## src/rtl/riscv_alu_pkg.sv

```systemverilog
// riscv_alu_pkg: shared ALUOp encodings and ALU control enum for the RV32I execute stage.
package riscv_alu_pkg;

    localparam logic [1:0] ALUOP_ADD   = 2'b00;
    localparam logic [1:0] ALUOP_SUB   = 2'b01;
    localparam logic [1:0] ALUOP_FUNCT = 2'b10;

    typedef enum logic [2:0] {
        ALU_ADD = 3'b000,
        ALU_SUB = 3'b001,
        ALU_AND = 3'b010,
        ALU_OR  = 3'b011,
        ALU_SLT = 3'b101
    } alu_ctrl_e;

endpackage

```

## src/rtl/riscv_alu_decoder.sv

```systemverilog
// riscv_alu_decoder: maps ALUOp/funct3/funct7b5/op5 to a 3-bit ALU control plus an illegal flag.
module riscv_alu_decoder
    import riscv_alu_pkg::*;
(
    input  logic [1:0] alu_op,
    input  logic [2:0] funct3,
    input  logic       funct7b5,
    input  logic       op5,
    output alu_ctrl_e  control,
    output logic       illegal
);

    logic [3:0] key;

    // op5 gates funct7b5 so I-type instructions never decode to subtract
    assign key = {funct7b5 & op5, funct3};

    always_comb begin
        control = ALU_ADD;
        illegal = 1'b0;
        if (alu_op == ALUOP_SUB)
            control = ALU_SUB;
        else if (alu_op != ALUOP_ADD) begin
            casez (key)
                4'b0000: control = ALU_ADD;
                4'b1000: control = ALU_SUB;
                4'b?111: control = ALU_AND;
                4'b?110: control = ALU_OR;
                4'b?010: control = ALU_SLT;
                default: illegal = 1'b1;
            endcase
        end
    end

endmodule

```

## src/rtl/riscv_alu_unit.sv

```systemverilog
// riscv_alu_unit: registered execute-stage ALU (add/sub/and/or/slt) with decoded control and zero flag.
module riscv_alu_unit
    import riscv_alu_pkg::*;
#(
    parameter int WIDTH = 32
) (
    input  logic             clk,
    input  logic             reset_n,
    input  logic             valid_in,
    input  logic [1:0]       alu_op,
    input  logic [2:0]       funct3,
    input  logic             funct7b5,
    input  logic             op5,
    input  logic [WIDTH-1:0] src_a,
    input  logic [WIDTH-1:0] src_b,
    output logic [2:0]       alu_control,
    output logic [WIDTH-1:0] result,
    output logic             zero,
    output logic             illegal,
    output logic             valid_out
);

    alu_ctrl_e        ctrl;
    logic             ill;
    logic             sub_en;
    logic [WIDTH-1:0] sum;
    logic [WIDTH-1:0] res_next;

    riscv_alu_decoder u_decoder (
        .alu_op   (alu_op),
        .funct3   (funct3),
        .funct7b5 (funct7b5),
        .op5      (op5),
        .control  (ctrl),
        .illegal  (ill)
    );

    assign sub_en = (ctrl[1:0] == 2'b01);
    assign sum    = src_a + (sub_en ? ~src_b : src_b) + {{(WIDTH-1){1'b0}}, sub_en};

    // slt takes the raw sign of a-b; no overflow correction
    always_comb begin
        res_next = '0;
        if (!ill) begin
            case (ctrl)
                ALU_ADD, ALU_SUB: res_next = sum;
                ALU_AND:          res_next = src_a & src_b;
                ALU_OR:           res_next = src_a | src_b;
                ALU_SLT:          res_next = {{(WIDTH-1){1'b0}}, sum[WIDTH-1]};
                default:          res_next = '0;
            endcase
        end
    end

    always_ff @(posedge clk or negedge reset_n) begin
        if (!reset_n) begin
            result      <= '0;
            zero        <= 1'b0;
            alu_control <= 3'b000;
            illegal     <= 1'b0;
            valid_out   <= 1'b0;
        end else begin
            valid_out <= valid_in;
            if (valid_in) begin
                result      <= res_next;
                zero        <= (res_next == '0);
                alu_control <= ctrl;
                illegal     <= ill;
            end
        end
    end

endmodule

```

## config.mk

```make
export PLATFORM = sky130hd
export DESIGN_NAME = riscv_alu_unit
export DESIGN_NICKNAME = d
export VERILOG_FILES = /design/src/rtl/riscv_alu_pkg.sv /design/src/rtl/riscv_alu_decoder.sv /design/src/rtl/riscv_alu_unit.sv
export SDC_FILE = /design/constraint.sdc
export NUM_CORES = 1
export LEC_CHECK = 0
export CORE_UTILIZATION = 47
export DETAILED_ROUTE_END_ITERATION = 7
export PLACE_DENSITY = 0.81
export SETUP_SLACK_MARGIN = 0.02
export SYNTH_ARGS = -nofsm -noshare
export SYNTH_HDL_FRONTEND = slang
export SYNTH_SLANG_ARGS = --single-unit
```

## constraint.sdc

```tcl
create_clock -name clk -period 1.8 [get_ports clk]
set_input_delay 0.36 -clock clk [delete_from_list [all_inputs] [get_ports clk]]
set_output_delay 0.36 -clock clk [all_outputs]
set_load 0.02 [all_outputs]
```

==> results.json, run 1 <==
{
  "outcome": "stopped before the end",
  "failed_stage": "5_1_grt",
  "error": "[ERROR GRT-0232] Routing congestion too high. Check the congestion heatmap in the GUI.",
  "die_h_um": 101.2,
  "grt_overflow_total": 726,
  "synth_top_family_by_area": "compound AO/OA/AOI/OAI gates",
  "synthArstFlopShare": 1.000,
  "place_congestion": 1.005,
  "pre_cts_slack_ns": -3.063,
  "grt_max_degree": 58,
  "synth_top_cell_by_area": "dfrtp_1",
  "clockBufferDepth": 2,
  "syn_nets": 731,
  "cts_sinks": 38,
  "synth_mux_area_frac": 0.03574,
  "ys_types": 66,
  "grt_usage": 0.9611,
  "start_util": 0.4931,
  "worst_endpoint_kind": "sequential cell input",
  "synth_warnings": 0,
  "synth.area.top_cells": "dfrtp_1 (21%), ha_1 (10%), xnor2_1 (7.8%)",
  "synth_edf_count": 0,
  "synth_fa_ha_area_frac": 0.1094,
  "yosysTopAreaCellShare": 0.2058,
  "synth-seq-cells": 38,
  "synth_ff_type": "dfrtp_1",
  "synth_compound_area_frac": 0.3008,
  "io_buffers": 111,
  "dieWidth_um": 101.2,
  "ys_seq_area_frac": 0.2058,
  "cts_buffers": 5,
  "rows": 35,
  "io_pins": 112,
  "synth_cells": 618,
  "yosys.area_share.simple": 0.2172,
  "synth_area_per_cell_sq_um": 7.477,
  "h-tree-depth": 2,
  "clockRootBuffer": "clkbuf_8",
  "synth-xor-area-share": 0.09098,
  "hpwl_um": 15410,
  "syn-cell-area_sq_um": 4621,
  "crit_endpoint": "zero$_DFFE_PN0P_/D"
}
[through the flow]
stage	hold slack (ns)	cells	instance area (sq um)	setup TNS [ns]	util
CTS	0.02388	1074	8556	-38.38	0.9130
detailed placement	0.3410	1037	7490	-67.36	0.7992
global placement	0.3338	1037	7490	-62.94	0.7992
floorplan	0.06441	618	4781	-35.10	-
[cells by family after synthesis]
group	count (synthesis)
buffers and inverters	47
adders and majority gates	40
xor gates and xnor gates	48
AOI/OAI and AO/OA	211
muxes	15
and+or+nand+nor	219
DFF	38
[synthesized netlist by cell type, drive strengths merged, types with 2 or more instances]
master	instances
mux2i	3
ha	38
a2111oi	3
a211o	2
o2bb2ai	2
o21ai	51
and2	4
buf	3
clkbuf	24
o21a	8
nor4	5
inv	20
a32o	2
a31o	3
a221oi	2
o31a	2
xor2	7
or3	9
a32oi	4
nand2b	6
o211ai	4
nor2b	6
o22ai	7
a22oi	8
o21bai	8
mux2	12
nor2	78
dfrtp	38
nand2	64
and3	2
or2	3
a21oi	64
nand3	7
o41ai	2
o31ai	2
nand4	15
xnor2	41
a41oi	3
a21o	4
o211a	2
a21boi	2
a211oi	8
nor3	16
a31oi	10
[per-layer routing]
metal,track usage,GRT overflow
met1,0.8557,7
met4,1.135,176
met2,1.261,534
met5,0.2788,0
met3,0.7239,9
[timing repair]
action,4_1_cts
hold buffers,0
resized for setup,194
endpoints found under the setup margin,36
pin swaps,97
setup buffers,39
==> inputs of run 2 (changes only) <==
- CORE_UTILIZATION: 47 -> 32
- PLACE_DENSITY: 0.81 -> default
- PLACE_DENSITY_LB_ADDON: default -> 0.15
- SETUP_SLACK_MARGIN: 0.02 -> default
==> results.json, run 2 <==
{
  "outcome": "finished with violations",
  "violations": "setup timing",
  "cell_internal_pwr_mw": 4.405,
  "largest-register": "result",
  "grt_overflow_total": 0,
  "yosys.cell_count.top_type": "nor2_1",
  "clockRootBuffer": "clkbuf_16",
  "crit_family": "compound AO/OA/AOI/OAI gates",
  "route.detailed.drc": 0,
  "hpwl_um": 14960,
  "syn-cell-area_sq_um": 4621,
  "synth.area.top_cells": "dfrtp_1 (21%), ha_1 (10%), xnor2_1 (7.8%)",
  "drtPass1Iterations": 5,
  "final_core_util": 0.6868,
  "drv_slew": 0,
  "layout_common_cells": "buf_4 (207), clkdlybuf4s50_1 (101), nor2_1 (70)",
  "antenna_found_initial": 0,
  "dieArea_sq_um": 14920,
  "clockBufferDepth": 2,
  "hold_buffers": 0,
  "grt_max_degree": 58,
  "placement.cell_area_sq_um": 7556,
  "worst_pin_slew_ns": 0.7603,
  "pre_cts_slack_ns": -2.975,
  "nets": 1083,
  "grt_first_pass_wirelength_um": 31110,
  "clkPwrFrac": 0.142,
  "dp_cells": 1090,
  "clock_latency_ns": 0.29,
  "cts.reportedPaths.clkPinSlew_ns": 0.06,
  "slowest_stage": "fa_2",
  "timing.final.ws_setup_ns": -1.965,
  "cts_tree": "built",
  "cts_sinks": 38,
  "io_pins": 112,
  "skew_ns": 0,
  "instances_no_fill": 1151,
  "rsz0062_at_grt": "true",
  "drive_gt1_frac": 0.4912,
  "endpoint_kind": "flip-flop",
  "synth_top_cell_by_area": "dfrtp_1",
  "nFillCells": 1134,
  "ys_types": 66,
  "viasPerCell": 5.356,
  "cp_max_fo": 4,
  "h-tree-depth": 2,
  "critPathArrivalTime_ns": 3.96,
  "cts_buffers": 5,
  "cpPeakStageDelay_ns": 0.39,
  "p_leak_nw": 4.055,
  "place_congestion": 0.8858,
  "synth-seq-cells": 38,
  "peakVddDrop_mv": 0.7933,
  "synth_ff_type": "dfrtp_1",
  "synth_warnings": 0,
  "ys_seq_area_frac": 0.2058,
  "synthArstFlopShare": 1.000,
  "drv_cap": 0,
  "largest_reg_flops": 32,
  "max_freq_mhz": 265.6,
  "powerDensity_nw_per_um2": 769.0,
  "hold_ws_ns": 0.01833,
  "syn_nets": 731,
  "coreArea_sq_um": 13990,
  "path_buf_inv": 4,
  "n_antenna_cell": 0,
  "area_delta_synth_final_pct": 107.9,
  "hold_class": "in -> async",
  "drt_first_iter_violations": 329,
  "vias": 6165,
  "p_switching_mw": 2.983,
  "synth_edf_count": 0,
  "final_common_cell": "buf_4",
  "grt_usage": 0.2710,
  "postLayoutCellArea_sq_um": 9607,
  "max-slew-margin-rel": 0.4932,
  "switching_share": 0.4037,
  "cp-start-kind": "input port",
  "finalCriticalPeriod_ns": 3.765,
  "final-hold-violation-count": 0,
  "dieWidth_um": 122.2,
  "die_h_um": 122.2,
  "p_comb_frac": 0.705,
  "start_util": 0.3303,
  "yosysTopAreaCellShare": 0.2058,
  "wire_per_inst_um": 18.41,
  "synth_area_per_cell_sq_um": 7.477,
  "synth_cells": 618,
  "period_share": 2.091,
  "setup_viol_count_final": 33,
  "grt_pass1_vias": 6059,
  "reg.largest.list": "result (32), alu_control (3)",
  "antenna_left": 0,
  "path_class": "in -> reg",
  "rows": 43,
  "crit_chain": "buf_6, a21o_4, a31oi_4, buf_6, xnor2_2, inv_1, fa_2, nand2b_4, a211oi_4, buf_4, o211ai_1, mux2i_1, nand2_1, nor4_4, nand4_1, a2111oi_2, nand4b_1, o41ai_2",
  "seqPwrFrac": 0.152,
  "io_buffers": 111,
  "crit_required_ns": 1.99,
  "synthTopCellsByCount": "nor2_1 (78), a21oi_1 (64), nand2_1 (64)",
  "crit_top_cell": "buf_6",
  "routed_wl_um": 21200
}
## run 2: cell counts after synthesis
No cell type changed its count.
## run 2: power by group through the flow
stage	Clock [mW]	Sequential, mW	Combinational, mW
final	1.05	1.13	5.21
after global routing	1.10	1.15	5.51
after CTS	1.07	1.13	4.51
after detailed placement	0	1.14	3.76
after global placement	0	1.13	3.74
after floorplan	0	1.34	1.59
## run 2: what timing repair did
action | in CTS | in global routing
setup endpoints to repair | 36 | 33
gates resized for setup | 181 | 122
gates cloned | 1 | 0
pin swaps | 83 | 90
buffers inserted | 45 | 22
## run 2: metrics by stage
step	TNS, ns	power (mW)
3_3_place_gp	-65.24	4.870
2_1_floorplan	-35.10	2.930
3_5_place_dp	-67.45	4.898
4_1_cts	-39.76	6.711
6_report	-43.28	7.387
5_1_grt	-46.61	7.755
## run 2: cell families after synthesis
| group | synth area share |
|---|---|
| AO/OA/AOI/OAI | 0.3008 |
| XOR/XNOR | 0.09098 |
| adder cells (fa/ha/maj) | 0.1094 |
| buffers and inverters | 0.04007 |
| flip-flops | 0.2058 |
| multiplexers | 0.03574 |
| AND/OR/NAND/NOR | 0.2172 |
## run 2: routing by layer
layer	vias up	track usage	wire length [um]
li1	2975	-	-
met1	2954	0.3578	9423
met2	193	0.4544	10280
met3	43	0.03699	943
met4	0	0.08537	546
met5	-	0	0
## run 2: cell type report
type,count,area [sq um],area share
well taps,180,225.2,0.02344
flip-flops and latches,38,950.9,0.09898
repair buffers,372,3291,0.3425
multi-input cells,533,4895,0.5095
clock inverters,3,45.04,0.004689
inverters,20,75.07,0.007815
clock buffers,5,125.1,0.01302
## run 2: worst paths after layout
kind	startpoint	endpoint	slack (ns)	cells past startpoint
hold reg to reg	result[25]	result[25]	0.49	2
hold / removal	reset_n	valid_out	0.02	2
setup reg to reg	result[30]	result[30]	0.99	2
min in group clk	alu_op[0]	alu_control[0]	0.38	3
setup / recovery	funct7b5	zero	-1.96	18
max in group asynchronous	reset_n	result[7]	1.57	2
## run 2: worst register-to-register path, delay by kind of cell, from the launching register on
kind,cells,cell delay (ns)
flops,1,0.41
simple gates,1,0.20
compound gates,1,0.05
Note: power is estimated with default switching activity, not from simulation.
==> inputs of run 3 (changes only) <==
- ABC_CLOCK_PERIOD_IN_PS: default -> 1800
==> results of run 3 <==
Same layout as run 2: the final DEF is identical, and so are final timing and power.
==> inputs of run 4 (changes only) <==
- SETUP_SLACK_MARGIN: default -> 0.2
==> results.json, run 4 (synthesis gave the netlist of run 2 again) <==
{
  "outcome": "finished with violations",
  "violations": "setup timing",
  "skew_ns": 0,
  "h-tree-depth": 2,
  "start_util": 0.3303,
  "p_switching_mw": 2.681,
  "place_congestion": 0.9369,
  "antenna_left": 0,
  "crit_chain": "buf_6, a21o_4, a31oi_4, buf_6, buf_6, xnor2_4, ha_4, nand2_4, a211oi_4, or3_1, a32oi_2, o2111ai_2, nor4_2, nand4_1, a2111oi_2, nand4b_1, o41ai_2",
  "finalSetupTns_ns": -40.05,
  "clockRootBuffer": "clkbuf_16",
  "grt_overflow_total": 0,
  "area_delta_synth_final_pct": 88.63,
  "dp_cells": 1087,
  "p_comb_frac": 0.689,
  "largest-register": "result",
  "finalCriticalPeriod_ns": 3.677,
  "drtPass1Iterations": 5,
  "reg.largest.list": "result (32), alu_control (3)",
  "max_freq_mhz": 272.0,
  "path_class": "in -> reg",
  "clockBufferDepth": 2,
  "die_h_um": 122.2,
  "p_leak_nw": 3.864,
  "grt_first_pass_wirelength_um": 29870,
  "slowest_stage": "or3_1",
  "drv_cap": 0,
  "grt_pass1_vias": 5900,
  "regArea_sq_um": 950.9,
  "cts_sinks": 38,
  "period_share": 2.043,
  "cts_tree": "built",
  "wire_per_inst_um": 17.38,
  "setup_viol_count_final": 33,
  "clock_latency_ns": 0.28,
  "worst_pin_slew_ns": 0.6853,
  "vias": 5968,
  "routed_wl_um": 19500,
  "n_antenna_cell": 0,
  "cp_max_fo": 5,
  "final_common_cell": "buf_4",
  "r2r_slack_ns": 1.05,
  "grt_max_degree": 58,
  "antenna_found_initial": 0,
  "hpwl_um": 14570,
  "drv_slew": 0,
  "drive_gt1_frac": 0.4268,
  "final-hold-violation-count": 0,
  "coreArea_sq_um": 13990,
  "dieArea_sq_um": 14920,
  "endpoint_kind": "flip-flop",
  "peakVddDrop_mv": 0.7690,
  "hold_ws_ns": 0.1199,
  "viasPerCell": 5.319,
  "cp-start-kind": "input port",
  "cts.reportedPaths.clkPinSlew_ns": 0.06,
  "clkPwrFrac": 0.140,
  "dieWidth_um": 122.2,
  "crit_required_ns": 1.98,
  "multi_input_area_sq_um": 4385,
  "critPathArrivalTime_ns": 3.86,
  "crit_top_cell": "buf_6",
  "largest_reg_flops": 32,
  "layout_common_cells": "buf_4 (205), nor2_1 (72), clkdlybuf4s50_1 (64)",
  "cts_buffers": 5,
  "powerDensity_nw_per_um2": 751.3,
  "max-slew-margin-rel": 0.5431,
  "grt_usage": 0.2564,
  "drt_first_iter_violations": 368,
  "seqPwrFrac": 0.172,
  "cpPeakStageDelay_ns": 0.40,
  "timing.final.ws_setup_ns": -1.877,
  "rsz0062_at_grt": "true",
  "rows": 43,
  "route.detailed.drc": 0,
  "nets": 1054,
  "hold_buffers": 0,
  "switching_share": 0.4094,
  "hold_class": "in -> async",
  "instances_no_fill": 1122,
  "io_pins": 112,
  "nFillCells": 1230,
  "cell_internal_pwr_mw": 3.867,
  "io_buffers": 111
}
run 4: timing repair:
action | 4_1_cts | 5_1_grt
pin swaps | 43 | 44
setup buffers | 13 | 14
setup endpoints to repair | 71 | 39
resized for setup | 165 | 79
run 4: metrics by stage:
| step | worst slack, ns | utilization | cell area [sq um] | power [mW] |
|---|---|---|---|---|
| final | -1.877 | 0.6231 | 8716 | 6.548 |
| after global routing | -2.005 | 0.6231 | 8716 | 6.919 |
| after CTS | -1.923 | 0.5855 | 8190 | 6.124 |
| after detailed placement | -2.876 | 0.5377 | 7521 | 4.890 |
| after global placement | -2.776 | 0.5377 | 7521 | 4.881 |
| after floorplan | -1.895 | - | 4788 | 2.932 |
run 4: final timing paths:
path,from,end,depth (start not counted)
setup reg to reg,result[28],result[28],1
min in group clk,alu_op[0],alu_control[0],3
max in group asynchronous,reset_n,result[10],2
hold reg to reg,result[10],result[10],1
hold / removal,reset_n,result[27],2
setup / recovery,op5,zero,17
run 4: layout make-up:
type,count,area share
clock inverter,2,0.001436
inverter,20,0.008613
clock buffer,6,0.01593
timing repair buffer,343,0.3359
sequential,38,0.1091
multi-input combinational,533,0.5032
tap,180,0.02584
run 4: critical path: cells and delay by family:
kind                       cells  cell delay (ns)
buffers and inverters          3             0.41
and+or+nand+nor                5             1.15
AOI/OAI and AO/OA              7             1.53
adders and majority gates      1             0.26
xor gates and xnor gates       1             0.14
run 4: per-layer routing:
metal / track usage / vias up / wire length (um)
met2: 0.4124 / 199 / 8875
met4: 0.07851 / 0 / 469
met3: 0.03277 / 34 / 1012
met5: 0 / - / 0
li1: - / 2920 / -
met1: 0.3549 / 2815 / 9146
run 4: power groups by stage:
stage | Combinational [mW] | Clock [mW] | Sequential (mW)
2_1_floorplan | 1.59 | 0 | 1.34
3_3_place_gp | 3.74 | 0 | 1.14
6_report | 4.51 | 0.916 | 1.12
3_5_place_dp | 3.75 | 0 | 1.14
5_1_grt | 4.81 | 0.964 | 1.15
4_1_cts | 4.06 | 0.937 | 1.13
